[src/rtl/mem_arb_pkg.sv]
// Shared definitions for the memory port arbiter.
//   arb_state_t : arbiter FSM states
//   WIDTH_*     : access-width encodings carried on the width ports
//   CNT_W       : width of the fetch starvation counter
package mem_arb_pkg;

    typedef enum logic [1:0] {
        IDLE      = 2'd0,
        BUSY_INST = 2'd1,
        BUSY_DATA = 2'd2
    } arb_state_t;

    localparam logic [1:0] WIDTH_BYTE = 2'd0;
    localparam logic [1:0] WIDTH_HALF = 2'd1;
    localparam logic [1:0] WIDTH_WORD = 2'd2;

    localparam int unsigned CNT_W = 4;

endpackage

[src/rtl/mem_port_arbiter.sv]
// Shares one single-port memory bus between instruction fetch and data load/store.
// One transaction outstanding at a time; data wins by default, but after STARVE_LIMIT
// consecutive data grants with fetch waiting, the next grant goes to fetch.
//
// Ports:
//   i_clk, i_rst_n                 clock, asynchronous active-low reset
//   i_inst_req/i_inst_addr         fetch request (level) and address
//   o_inst_rdata/o_inst_valid      fetched word and one-cycle completion pulse
//   o_inst_stall                   fetch waiting (req & ~valid)
//   i_data_req/we/addr/wdata/
//   i_data_width/i_data_zeroextend data request and its fields
//   o_data_rdata/o_data_valid      load result (0 for stores) and completion pulse
//   o_data_stall                   data waiting (req & ~valid)
//   o_mem_*                        registered request towards the memory controller
//   i_mem_ack/i_mem_rdata          completion and read data from memory
module mem_port_arbiter
    import mem_arb_pkg::*;
#(
    parameter int unsigned ADDR_W       = 32,
    parameter int unsigned DATA_W       = 32,
    parameter int unsigned STARVE_LIMIT = 4
) (
    input  logic              i_clk,
    input  logic              i_rst_n,

    input  logic              i_inst_req,
    input  logic [ADDR_W-1:0] i_inst_addr,
    output logic [DATA_W-1:0] o_inst_rdata,
    output logic              o_inst_valid,
    output logic              o_inst_stall,

    input  logic              i_data_req,
    input  logic              i_data_we,
    input  logic [ADDR_W-1:0] i_data_addr,
    input  logic [DATA_W-1:0] i_data_wdata,
    input  logic [1:0]        i_data_width,
    input  logic              i_data_zeroextend,
    output logic [DATA_W-1:0] o_data_rdata,
    output logic              o_data_valid,
    output logic              o_data_stall,

    output logic              o_mem_req,
    output logic              o_mem_we,
    output logic [ADDR_W-1:0] o_mem_addr,
    output logic [DATA_W-1:0] o_mem_wdata,
    output logic [1:0]        o_mem_width,
    output logic              o_mem_zeroextend,
    input  logic              i_mem_ack,
    input  logic [DATA_W-1:0] i_mem_rdata
);

    localparam logic [CNT_W-1:0] LIMIT_C = CNT_W'(STARVE_LIMIT);

    arb_state_t        state_q, state_d;
    logic [CNT_W-1:0]  cnt_q, cnt_d;
    logic              mem_req_q, mem_req_d;
    logic              mem_we_q, mem_we_d;
    logic [ADDR_W-1:0] mem_addr_q, mem_addr_d;
    logic [DATA_W-1:0] mem_wdata_q, mem_wdata_d;
    logic [1:0]        mem_width_q, mem_width_d;
    logic              mem_zext_q, mem_zext_d;
    logic [DATA_W-1:0] inst_rdata_q, inst_rdata_d;
    logic              inst_valid_q, inst_valid_d;
    logic [DATA_W-1:0] data_rdata_q, data_rdata_d;
    logic              data_valid_q, data_valid_d;

    logic force_inst;
    logic grant_inst;
    logic grant_data;

    // Fetch has sat through STARVE_LIMIT data grants: it must win this evaluation.
    assign force_inst = i_inst_req & (cnt_q == LIMIT_C);
    assign grant_inst = (state_q == IDLE) & (force_inst | (i_inst_req & ~i_data_req));
    assign grant_data = (state_q == IDLE) & ~force_inst & i_data_req;

    always_comb begin
        state_d      = state_q;
        cnt_d        = cnt_q;
        mem_req_d    = mem_req_q;
        mem_we_d     = mem_we_q;
        mem_addr_d   = mem_addr_q;
        mem_wdata_d  = mem_wdata_q;
        mem_width_d  = mem_width_q;
        mem_zext_d   = mem_zext_q;
        inst_rdata_d = inst_rdata_q;
        data_rdata_d = data_rdata_q;
        inst_valid_d = 1'b0;
        data_valid_d = 1'b0;

        unique case (state_q)
            IDLE: begin
                // i_mem_ack is deliberately ignored here.
                if (grant_inst) begin
                    state_d     = BUSY_INST;
                    cnt_d       = '0;
                    mem_req_d   = 1'b1;
                    mem_we_d    = 1'b0;
                    mem_addr_d  = i_inst_addr;
                    mem_wdata_d = '0;
                    mem_width_d = WIDTH_WORD;
                    mem_zext_d  = 1'b0;
                end else if (grant_data) begin
                    state_d     = BUSY_DATA;
                    mem_req_d   = 1'b1;
                    mem_we_d    = i_data_we;
                    mem_addr_d  = i_data_addr;
                    mem_wdata_d = i_data_wdata;
                    mem_width_d = i_data_width;
                    mem_zext_d  = i_data_zeroextend;
                    // Count only grants that actually made fetch wait; saturate at the limit.
                    if (i_inst_req) begin
                        if (cnt_q != LIMIT_C) begin
                            cnt_d = cnt_q + CNT_W'(1);
                        end
                    end else begin
                        cnt_d = '0;
                    end
                end
            end
            BUSY_INST: begin
                if (i_mem_ack) begin
                    state_d      = IDLE;
                    mem_req_d    = 1'b0;
                    inst_rdata_d = i_mem_rdata;
                    inst_valid_d = 1'b1;
                end
            end
            BUSY_DATA: begin
                if (i_mem_ack) begin
                    state_d      = IDLE;
                    mem_req_d    = 1'b0;
                    data_rdata_d = mem_we_q ? '0 : i_mem_rdata;
                    data_valid_d = 1'b1;
                end
            end
            default: begin
                state_d   = IDLE;
                mem_req_d = 1'b0;
            end
        endcase
    end

    always_ff @(posedge i_clk or negedge i_rst_n) begin
        if (!i_rst_n) begin
            state_q      <= IDLE;
            cnt_q        <= '0;
            mem_req_q    <= 1'b0;
            mem_we_q     <= 1'b0;
            mem_addr_q   <= '0;
            mem_wdata_q  <= '0;
            mem_width_q  <= '0;
            mem_zext_q   <= 1'b0;
            inst_rdata_q <= '0;
            inst_valid_q <= 1'b0;
            data_rdata_q <= '0;
            data_valid_q <= 1'b0;
        end else begin
            state_q      <= state_d;
            cnt_q        <= cnt_d;
            mem_req_q    <= mem_req_d;
            mem_we_q     <= mem_we_d;
            mem_addr_q   <= mem_addr_d;
            mem_wdata_q  <= mem_wdata_d;
            mem_width_q  <= mem_width_d;
            mem_zext_q   <= mem_zext_d;
            inst_rdata_q <= inst_rdata_d;
            inst_valid_q <= inst_valid_d;
            data_rdata_q <= data_rdata_d;
            data_valid_q <= data_valid_d;
        end
    end

    assign o_mem_req        = mem_req_q;
    assign o_mem_we         = mem_we_q;
    assign o_mem_addr       = mem_addr_q;
    assign o_mem_wdata      = mem_wdata_q;
    assign o_mem_width      = mem_width_q;
    assign o_mem_zeroextend = mem_zext_q;
    assign o_inst_rdata     = inst_rdata_q;
    assign o_inst_valid     = inst_valid_q;
    assign o_data_rdata     = data_rdata_q;
    assign o_data_valid     = data_valid_q;
    assign o_inst_stall     = i_inst_req & ~inst_valid_q;
    assign o_data_stall     = i_data_req & ~data_valid_q;

endmodule
[config.mk]
export PLATFORM = sky130hd
export DESIGN_NAME = mem_port_arbiter
export DESIGN_NICKNAME = d
export VERILOG_FILES = /design/src/rtl/mem_arb_pkg.sv /design/src/rtl/mem_port_arbiter.sv
export SDC_FILE = /design/constraint.sdc
export NUM_CORES = 1
export LEC_CHECK = 0
export CORE_MARGIN = 2
export CORE_UTILIZATION = 40
export DETAILED_ROUTE_END_ITERATION = 10
export DONT_BUFFER_PORTS = 1
export SETUP_SLACK_MARGIN = 0.1
export SKIP_CTS_REPAIR_TIMING = 1
export SLEW_MARGIN = 20
export SYNTH_ARGS = -nofsm -noshare
export SYNTH_HDL_FRONTEND = slang
export SYNTH_SLANG_ARGS = --single-unit
export TNS_END_PERCENT = 1
[constraint.sdc]
create_clock -name i_clk -period 1.9 [get_ports i_clk]
set_input_delay 0.19 -clock i_clk [delete_from_list [all_inputs] [get_ports i_clk]]
set_output_delay 0.19 -clock i_clk [all_outputs]
set_load 0.02 [all_outputs]
[Word level (Yosys, flattened, before mapping)]
Index checks and enable logic that the tools add are counted.
Operators by class
  add/sub/neg operators: 1
  muxes and demuxes: 26
  reduce and logical (&&, ||, !) cells: 8
  bitwise operators: 12
  eq/ne operators: 7
Operators by type and width (number)
  32-bit 2-to-1 mux: 5
  4-bit 2-to-1 mux: 4
  1-bit 2-to-1 mux: 10
  2-bit 2-to-1 mux: 5
  2-bit AND reduction: 4
  1-bit AND: 7
  4-bit by 1-bit adder with 4-bit output, second input constant: 1
  4-bit by 3-bit equality test with 1-bit output, second input constant: 1
  4-bit by 3-bit inequality test with 1-bit output, second input constant: 1
  1-bit inverter: 4
  2-bit case mux with 2 select lines: 1
  3-bit by 1-bit inequality test with 1-bit output, second input constant: 1
  3-bit inequality test, second input constant: 1
  3-bit AND reduction: 1
  2-bit by 1-bit equality test with 1-bit output, second input constant: 1
  2-bit equality test, second input constant: 1
  2-bit zero test: 1
  2-bit by 1-bit inequality test with 1-bit output, second input constant: 1
  1-bit case mux with 2 select lines: 1
  2-bit nonzero test: 1
  2-bit OR reduction: 1
  1-bit OR: 1
Storage, ports and cells
  output and inout bits: 137
  word-level logic and storage cells: 66
  flip-flop bits (word level): 141
  input bits: 137

[Depth between registers and ports, before layout]
  depth after elaboration: 8
  depth in mapped cells: 7
  depth with buffers taken out: 5

[Least setup slack after synthesis]
OpenSTA, ideal clock, no wires.
  path type: register to register
  start point: register state_q[0]
  end point: register mem_wdata_q[0] (netlist: o_mem_wdata[0])
  path buffers: 2
  data required time: 1.779 ns
  cell stages (with the launch flop): 7
  setup time: 0.121 ns
  arrival time: 1.334 ns
  path slack: 0.445 ns
  period minus slack after synthesis: 1.455 ns
  cells stage by stage: dfrtp_1 inv_1 ha_1 o21ai_2 buf_6 buf_2 a22o_1
Between the ends
  longest elaborated chain between the ends: 5
  elaborated cells on any way between the ends: 7
  classes of those cells: mux (1); bitwise (3); reduce/logical (3)
RTL lines
  start: declaration: RTL line mem_port_arbiter.sv:54  | arb_state_t state_q, state_d;
  start signal: assignment: RTL line mem_port_arbiter.sv:158  | state_q <= state_d;
  2-bit zero test (*): RTL line mem_port_arbiter.sv:73, mem_port_arbiter.sv:74, mem_port_arbiter.sv:90
  1-bit AND (2 in series): RTL line mem_port_arbiter.sv:74  | assign grant_data = (state_q == IDLE) & ~force_inst & i_data_req;
  2-bit nonzero test (no line)
  2-bit AND reduction (no line)
  end signal: assignment: RTL line mem_port_arbiter.sv:163  | mem_wdata_q <= mem_wdata_d;
  end: declaration: RTL line mem_port_arbiter.sv:59  | logic [DATA_W-1:0] mem_wdata_q, mem_wdata_d;
Mark *: on every way between the ends. The rest lies on a longest branch, timed or not.
A chain may end at the register's enable or synchronous reset.

[Worst setup path after layout]
  start point: register state_q[0]
  end point: register mem_addr_q[28] (netlist: o_mem_addr[28])
Between the ends
  longest elaborated chain between the ends: 5
  elaborated cells on any way between the ends: 7
  classes of those cells: mux (1); bitwise (3); reduce/logical (3)
RTL lines
  2-bit zero test (*): RTL line mem_port_arbiter.sv:73, mem_port_arbiter.sv:74, mem_port_arbiter.sv:90
  1-bit AND (2 in series): RTL line mem_port_arbiter.sv:74
  2-bit nonzero test (no line)
  2-bit AND reduction (no line)
  end signal: assignment: RTL line mem_port_arbiter.sv:162  | mem_addr_q <= mem_addr_d;
  end: declaration: RTL line mem_port_arbiter.sv:58  | logic [ADDR_W-1:0] mem_addr_q, mem_addr_d;
Marked as above.

==> impl_results.md <==
- Outcome: finished with violations
- Violated checks: hold timing
- Synth warn: 0
- Critical path's slowest cell: dfrtp_1
- Worst Path Buf+Inv: 2
- Die H: 125.8 um
- CTS tree: done
- Crit-path max FO: 48
- DRT Pass-1 Iters: 5
- TritonCTS buffer count: 17
- Vias: 4543
- Cell Count, Final, Fillers Out: 832
- Max transition margin: 68.83%
- Clk Tree Root Cell: clkbuf_16
- Largest net degree at the start of global routing: 142
- Most common cell in the netlist: dfrtp_1
- Clock Sinks: 141
- Setup total negative slack: 0 ns
- IO buf count: 0
- Routability congestion estimate: 0.7635
- Cells after Synth: 517
- Synth Cell Area: 0.005932 mm^2
- Netlist cell types: 34
- Worst IR drop on VDD: 0.8969 mV
- Bufs on Longest Clock Path: 2
- Power Density: 1764 mW/mm^2
- Die X: 125.8 um
- Grt ovf: 0
- Hold Fails Final Rpt: 145
- XOR/XNOR share of the synthesized area: 0.1476%
- Synth area leaders: dfrtp_1, nand2_1, mux2_2
- Mux contribution to synthesized area: 6.265%
- Skew-Pair Late Insertion Delay: 0.41 ns
- Adder-cell share of the synthesized area: 1.055%
- Initial antenna violation count: 1
- Worst Path Arrival: 1.90 ns
- WS Path Type: reg2reg
- Final #Nets: 777
- Per-cell routed wire length: 18.97 um
- Final Util: 54.73%
- Avg Synthesized Cell Area: 11.47 um^2
- Post-synth top cells: dfrtp_1, nand2_1, a22o_1, mux2_2, o21ai_0
- GR peak layer: met2
- Tmin final: 1.638 ns
- Synth Area in Simple Gates: 10.78%
- Setup violators final: 0
- Element type at the critical path end: flop
- Req. time, crit path: 2.16 ns
- Global-route wire length before repair: 22050 um
- Initial core utilization: 40.81%
- Via count of the first global-routing pass: 4081
- Hold WS: -0.5292 ns
- Routing usage on met3: 8.921%
- Post-synthesis compound-gate area fraction: 17.53%
- Sequential area share after synthesis: 59.48%
- Area Growth Syn to Fin: 34.11%
- DIE AREA: 0.01582 mm^2
- Cell count after placement: 673
- RSZ-0062 raised after global routing: no
- Standard-cell row count: 44
- Register bit total from synthesis: 141
- Syn nets: 659
- Total core area: 0.01453 mm^2
- Max Clock Skew: 0.005840 ns
- Pleak: 0.003532 uW
- Ys async rst share: 100.0%
- IO Pins: 274
- Yosys top cell by area: dfrtp_1
- Final HPWL from detailed placement: 9675 um
- H-tree depth: 4
- Post-synth EDFFs: 0
- Max incr delay on CP: 0.40 ns
- Worst-path cell chain: inv_1, ha_2, o21ai_4, buf_12, a21oi_1, a32oi_1
- Vias per cell: 5.460
- Met1 GRT Util: 20.12%
- Iter 0 DRT Violations: 223
- Worst-margin pin slew: 0.4658 ns
- Fillers: 1194
- Max-Cap Viols: 0
- WL final: 15780 um
- Remaining antenna violation count: 0
- Largest family of logic cells by synthesized area: compound AO/OA/AOI/OAI gates
- Max-slew violations: 0
- Worst setup SP type: flop
- Crit share post-route: 86.23%
- Met2 Use GR: 28.93%
- Synth top area share: 59.48%
- F_max: 610.4 MHz
- Ys flop type: dfrtp_1
- HP Class: in2async
- # DRC: 0
- GRT Overall Usage: 17.63%
- Delay-heaviest family, CP: compound AO/OA/AOI/OAI gates
- Layout cells sized above 1: 12.83%
- Reg clk slew, reported paths: 0.06 ns
through the flow:
step,power [uW],area (um^2),hold slack (ns),setup slack [ns]
global route,14800,7955,-0.5593,0.1517
global placement,10220,6075,-0.1019,0.2643
detailed placement,10410,6075,-0.1024,0.2028
floorplan,9541,5932,-0.1056,0.4452
CTS,13840,6679,-0.5506,0.1846
finish,14030,7955,-0.5292,0.2616
final cells by class:
type | instances | area [um^2] | area share, %
Tap cell | 184 | 230.2 | 2.894
Sequential cell | 141 | 3528 | 44.35
Clock inverter | 13 | 165.2 | 2.076
Multi-Input combinational cell | 329 | 2135 | 26.83
Antenna cell | 1 | 2.502 | 0.03146
Clock buffer | 18 | 439.2 | 5.521
Timing Repair Buffer | 137 | 1421 | 17.87
Inverter | 9 | 33.78 | 0.4247
state kept, by name (all words and copies together) (netlist names):
register and count:
o_data_rdata 32, o_inst_rdata 32, o_mem_addr 32, o_mem_wdata 32, cnt_q 4, o_mem_width 2
state_q 2, o_data_valid 1, o_inst_valid 1, o_mem_req 1, o_mem_we 1, o_mem_zeroextend 1
worst paths after layout:
kind                                   startpoint  slack, ns  cells past startpoint                           to
max                        state_q[0]$_DFFE_PN0P_       0.26                      6   o_mem_addr[28]$_DFFE_PN0P_
min                                       i_rst_n      -0.53                      0  o_mem_wdata[18]$_DFFE_PN0P_
max in group asynchronous                 i_rst_n       2.22                      0   o_mem_addr[26]$_DFFE_PN0P_
min reg2reg                state_q[1]$_DFFE_PN0P_       0.54                      1       state_q[1]$_DFFE_PN0P_
max reg2reg                state_q[0]$_DFFE_PN0P_       0.26                      6   o_mem_addr[28]$_DFFE_PN0P_
min in group i_clk                i_data_addr[21]      -0.02                      2   o_mem_addr[21]$_DFFE_PN0P_
cell families after synthesis:
logic type	count (synthesis)
multiplexers	33
flip-flops	141
AND/OR/NAND/NOR	144
AO/OA/AOI/OAI	146
buffers and inverters	47
XOR/XNOR	1
adder cells (fa/ha/maj)	5
layer usage:
layer | share of wire [%] | vias up
li1 | - | 2067
met5 | 0 | -
met1 | 38 | 2185
met2 | 50 | 263
met3 | 10 | 28
met4 | 1.7 | 0
cell usage in the layout, fill, tap and decap left out, drive strengths merged:
cell type / count
a21o: 2
a21oi: 33
a22o: 36
a31o: 1
a32o: 1
a32oi: 32
and3b: 1
buf: 10
bufinv: 3
clkbuf: 18
clkinv: 7
clkinvlp: 1
dfrtp: 141
diode: 1
dlygate4sd3: 127
ha: 5
inv: 11
mux2: 33
nand2: 104
nand2b: 32
nand3: 1
nand3b: 1
nand4: 1
nor2: 3
nor2b: 1
o211ai: 1
o21a: 1
o21ai: 36
o22a: 1
o22ai: 1
o31ai: 1
xor2: 1
power breakdown:
part | switching (uW) | internal [uW] | total (uW)
registers | 2860 | 4390 | 7250
clock network | 1270 | 2100 | 3370
logic | 1740 | 1670 | 3410
(Power assumes the default switching activity.)
